===== config.mk =====
export PLATFORM = sky130hd
export DESIGN_NAME = fread_arbiter
export DESIGN_NICKNAME = d
export VERILOG_FILES = /design/src/rtl/fread_arbiter.sv
export SDC_FILE = /design/constraint.sdc
export NUM_CORES = 1
export LEC_CHECK = 0
export ABC_AREA = 1
export BUFFER_PORTS_ARGS = -buffer_cell sky130_fd_sc_hd__buf_4
export CORE_MARGIN = 3
export CORE_UTILIZATION = 49
export DETAILED_ROUTE_END_ITERATION = 7
export GPL_ROUTABILITY_DRIVEN = 0
export PLACE_DENSITY = 0.94
export SLEW_MARGIN = 0
export SYNTH_ARGS = -nofsm -noshare
export SYNTH_HDL_FRONTEND = slang
export SYNTH_SLANG_ARGS = --single-unit
export TNS_END_PERCENT = 1

===== constraint.sdc =====
create_clock -name clk -period 3.5 [get_ports clk]
set_input_delay 1.05 -clock clk [delete_from_list [all_inputs] [get_ports clk]]
set_output_delay 1.05 -clock clk [all_outputs]
set_load 0.1 [all_outputs]

===== src/rtl/fread_arbiter.sv =====
// fread_arbiter: round-robin sharing of one fread request/response channel among NCLI clients.
// One transaction in flight; response bytes are steered to the granted client until RESP_LEN bytes or a watchdog abort.
module fread_arbiter #(
    parameter int NCLI     = 2,
    parameter int RESP_LEN = 2048,
    parameter int TIMEOUT  = 0
) (
    input  logic                 clk,
    input  logic                 rst,
    input  logic [NCLI-1:0]      cli_req_valid,
    input  logic [32*NCLI-1:0]   cli_req_offset,
    output logic [NCLI-1:0]      cli_req_ready,
    output logic [7:0]           cli_resp_data,
    output logic [NCLI-1:0]      cli_resp_valid,
    output logic                 up_req_valid,
    input  logic                 up_req_ready,
    output logic [31:0]          up_req_offset,
    input  logic [7:0]           up_resp_data,
    input  logic                 up_resp_valid,
    output logic [NCLI-1:0]      grant,
    output logic                 busy,
    output logic                 timeout_err
);
    localparam int PW = $clog2(NCLI);
    localparam int CW = $clog2(RESP_LEN + 1);
    localparam int TW = TIMEOUT == 0 ? 1 : $clog2(TIMEOUT + 1);

    typedef enum logic [1:0] {IDLE, REQ, RESP} state_t;
    state_t state, state_next;

    logic [PW-1:0]     ptr, owner, pick, winner;
    logic [PW:0]       sum;
    logic [2*NCLI-1:0] rot;
    logic [NCLI-1:0]   win_oh;
    logic [31:0]       win_off;
    logic [CW-1:0]     count;
    logic [TW-1:0]     timer;
    logic              expired, done;

    assign busy           = state != IDLE;
    assign cli_resp_data  = up_resp_data;
    assign cli_resp_valid = state == RESP ? {NCLI{up_resp_valid}} & grant : '0;

    always_comb begin
        // rotate so bit 0 is the client at the pointer; lowest set bit wins
        rot  = {cli_req_valid, cli_req_valid} >> ptr;
        pick = '0;
        for (int i = NCLI - 1; i >= 0; i--)
            if (rot[i]) pick = PW'(i);
        sum     = {1'b0, ptr} + {1'b0, pick};
        winner  = sum >= (PW+1)'(NCLI) ? PW'(sum - (PW+1)'(NCLI)) : PW'(sum);
        win_oh  = NCLI'(1) << winner;
        win_off = '0;
        for (int i = 0; i < NCLI; i++)
            if (PW'(i) == winner) win_off = cli_req_offset[i*32 +: 32];
        expired    = state == RESP && !up_resp_valid && TIMEOUT != 0 && timer == TW'(TIMEOUT - 1);
        done       = expired || (state == RESP && up_resp_valid && count == CW'(RESP_LEN - 1));
        state_next = state == IDLE ? (|cli_req_valid ? REQ : IDLE) :
                     state == REQ  ? (up_req_ready ? RESP : REQ) :
                     done          ? IDLE : RESP;
    end

    always_ff @(posedge clk) begin
        if (rst) begin
            state         <= IDLE;
            ptr           <= '0;
            owner         <= '0;
            grant         <= '0;
            cli_req_ready <= '0;
            up_req_valid  <= 1'b0;
            up_req_offset <= '0;
            count         <= '0;
            timer         <= '0;
            timeout_err   <= 1'b0;
        end else begin
            state         <= state_next;
            cli_req_ready <= '0;
            if (state == IDLE && |cli_req_valid) begin
                owner         <= winner;
                grant         <= win_oh;
                cli_req_ready <= win_oh;
                up_req_valid  <= 1'b1;
                up_req_offset <= win_off;
            end
            if (state == REQ && up_req_ready) begin
                up_req_valid <= 1'b0;
                count        <= '0;
                timer        <= '0;
            end
            if (state == RESP) begin
                count <= up_resp_valid ? count + 1'b1 : count;
                timer <= up_resp_valid ? '0 : timer + 1'b1;
            end
            if (expired) timeout_err <= 1'b1;
            if (done) begin
                grant <= '0;
                ptr   <= owner == PW'(NCLI - 1) ? '0 : owner + 1'b1;
            end
        end
    end
endmodule


==> flow_summary.json <==
{
  "hold_violations": 0,
  "antenna_cells": 0,
  "setup_violations": 0,
  "cpMaxStageDelayCell": "buf_4",
  "cts_resized": 0,
  "syn_area_per_cell_um2": 6.87,
  "nets": 531,
  "ys_warn_count": 0,
  "synth_ff_type": "dfxtp_1",
  "clockBufferDepth": 2,
  "clkTransAtPathRegs_ns": 0.10,
  "core_mm2": 0.00479,
  "cts.sink_count": 53,
  "syn_inst": 357,
  "vias": 2578,
  "whs_ns": 0.475,
  "path_max_fanout": 6,
  "min_period_ns": 2.77,
  "drive_above_1_share_pct": 28.7,
  "irDropWorstVdd_v": 0.000348,
  "seqPwrFrac_pct": 40.3,
  "max_freq_mhz": 361,
  "total_power_mw": 1.70,
  "rr_worst_depth": 5,
  "dpl_cell_area_mm2": 0.00322,
  "hp-class": "reg -> reg",
  "dp.cells": 512,
  "rsz0062_at_grt": "false",
  "ys_types": 25,
  "postCtsHoldBufs": 0,
  "clkPwrFrac_pct": 21.6,
  "ant_nets": 0,
  "ys_ff_latch": 53,
  "dieHeight_um": 76.8,
  "antenna_found_initial": 0,
  "h-tree-depth": 2,
  "cp_slowest_stage_delay_ns": 0.30,
  "detail_route.first_pass.iterations": 4,
  "synth-seq-area-share_pct": 43.2,
  "finalClockSkew_ns": 0.00463,
  "tritoncts": "built",
  "power.switching_mw": 0.728,
  "rr_endpoint": "up_req_offset[7]",
  "end_kind": "primary output",
  "worst-setup-path-type": "in -> out",
  "status": "completed",
  "fillers": 399,
  "required_ns": 2.45,
  "die-area_mm2": 0.00589,
  "synthMostInstantiatedCell": "nand2_1",
  "relSlewSlack_pct": 43.3,
  "syn_nets": 436,
  "cp.arrival_ns": 1.72,
  "num_io_pins": 127,
  "routedWlPerCell_um": 12.4,
  "drt_drc_violations_left": 0,
  "syn_to_final_growth_pct": 35.1,
  "multi_input_area_mm2": 0.00109,
  "ys_top_cells_by_area": "dfxtp_1, nand2_1, nand3_1",
  "root_buffer": "clkbuf_8",
  "track_usage_pct": 21.6,
  "vias_per_cell": 4.96,
  "critical_path.most_common_cell": "buf_4",
  "drv_slew": 0,
  "finalSetupTns_ns": 0,
  "grt_max_degree": 29,
  "whs_path_depth": 2,
  "dp_hpwl_um": 4850,
  "combPwrFrac_pct": 38.1,
  "worst_slew_pin_slew_ns": 0.850,
  "clock_latency_ns": 0.30,
  "postCtsSetupRepairBufs": 0,
  "syn_area_mm2": 0.00245,
  "hp-start": "count[4]",
  "synth_edf_count": 0,
  "timing.rr.start": "state[1]",
  "synth_top_area_share_pct": 43.2,
  "seq_area_mm2": 0.00106,
  "drv_cap": 0,
  "drt-total-wl_um": 6440,
  "grt_overflow_total": 0,
  "holdPathEnd": "count[4]",
  "start_util_pct": 51.3,
  "final_area_mm2": 0.00331,
  "drt-initial-drc-count": 147,
  "cts_made_buffers": 5,
  "grt_pass1_vias": 2474,
  "num_rows": 25,
  "ys_top_cells_by_count": "nand2_1, nand3_1, dfxtp_1",
  "cp-start-kind": "input port",
  "stdcell_count": 520,
  "reg2reg_slack_ns": 1.78,
  "switching_share_pct": 42.8,
  "p_per_area_mw_per_mm2": 513,
  "die_x_um": 76.8,
  "numPortBuffers": 109,
  "finalCritPeriodShare_pct": 79.1,
  "async_flop_share_pct": 0,
  "yosys.area.top_type": "dfxtp_1",
  "crit_chain": "buf_4 > nand3_2 > nor2_1 > buf_4",
  "p_int_mw": 0.972,
  "p_leak_nw": 1.64,
  "grt_pass1_wl_um": 10400
}
-- sequential cells by signal, summed over array words and instances (netlist names) --
name / flops
up_req_offset: 32
count: 12
cli_req_ready: 2
grant: 2
state: 2
owner: 1
ptr: 1
up_req_valid: 1
-- power by group through the flow --
stage	Sequential (mW)	Combinational (mW)	Clock [mW]
global route	0.692	0.682	0.397
detailed placement	0.698	0.649	0
floorplan	1.02	0.209	0
global placement	0.695	0.641	0
finish	0.685	0.648	0.367
CTS	0.685	0.650	0.374
-- placed cells by master (no fill, tap or decap), drive strengths merged --
cell,synthesis,layout
nand2,115,115
conb,1,1
nand4,2,2
clkinv,0,2
nor3,2,2
inv,40,40
xor2,1,1
a21oi,18,18
dfxtp,53,53
nand3b,1,1
nand3,58,58
clkbuf,3,6
nor2,33,33
o21ai,9,9
ha,1,1
buf,20,111
-- worst max path at each step --
| stage | start | end | slack [ns] | cells after the start |
|---|---|---|---|---|
| floorplan | up_resp_valid | cli_resp_valid[0] | 0.01 | 2 |
| global placement | up_resp_valid | cli_resp_valid[0] | 0.74 | 4 |
| detailed placement | up_resp_valid | cli_resp_valid[1] | 0.74 | 4 |
| CTS | up_resp_valid | cli_resp_valid[1] | 0.73 | 4 |
| global route | up_resp_valid | cli_resp_valid[1] | 0.69 | 4 |
| finish | up_resp_valid | cli_resp_valid[1] | 0.73 | 4 |
-- cell type report --
cell class	count	area share [%]
Tap cell	67	2.53
Multi-Input combinational cell	241	32.9
Inverter	40	4.53
Clock inverter	2	0.415
Sequential cell	53	32.0
Timing Repair Buffer	111	25.1
Clock buffer	6	2.49
-- metal layers --
layer	up-vias	global-route usage, %	share of wire, %
met5	-	0	0
met4	0	12.7	3.9
met3	27	5.99	6.8
met2	92	37.5	50
met1	1162	23.3	39
li1	1297	-	-
-- cell families after synthesis --
logic type      share of synthesized area (%)
simple gates                             37.4
buf+inv                                  12.3
flops                                    43.2
compound gates                           5.97
xor+xnor                                0.357
fa+ha+maj                               0.510
other cells                             0.153
-- worst max-delay path: cells and delay by family --
kind / cells / cell delay [ns]
buf+inv: 2 / 0.39
simple gates: 2 / 0.27
-- per-stage QoR --
stage | util (%) | worst slack, ns
4_1_cts | 69.3 | 0.728
2_1_floorplan | - | 0.0101
6_report | 69.3 | 0.731
3_3_place_gp | 67.2 | 0.745
3_5_place_dp | 67.2 | 0.735
5_1_grt | 69.3 | 0.688
(Power assumes the default switching activity.)
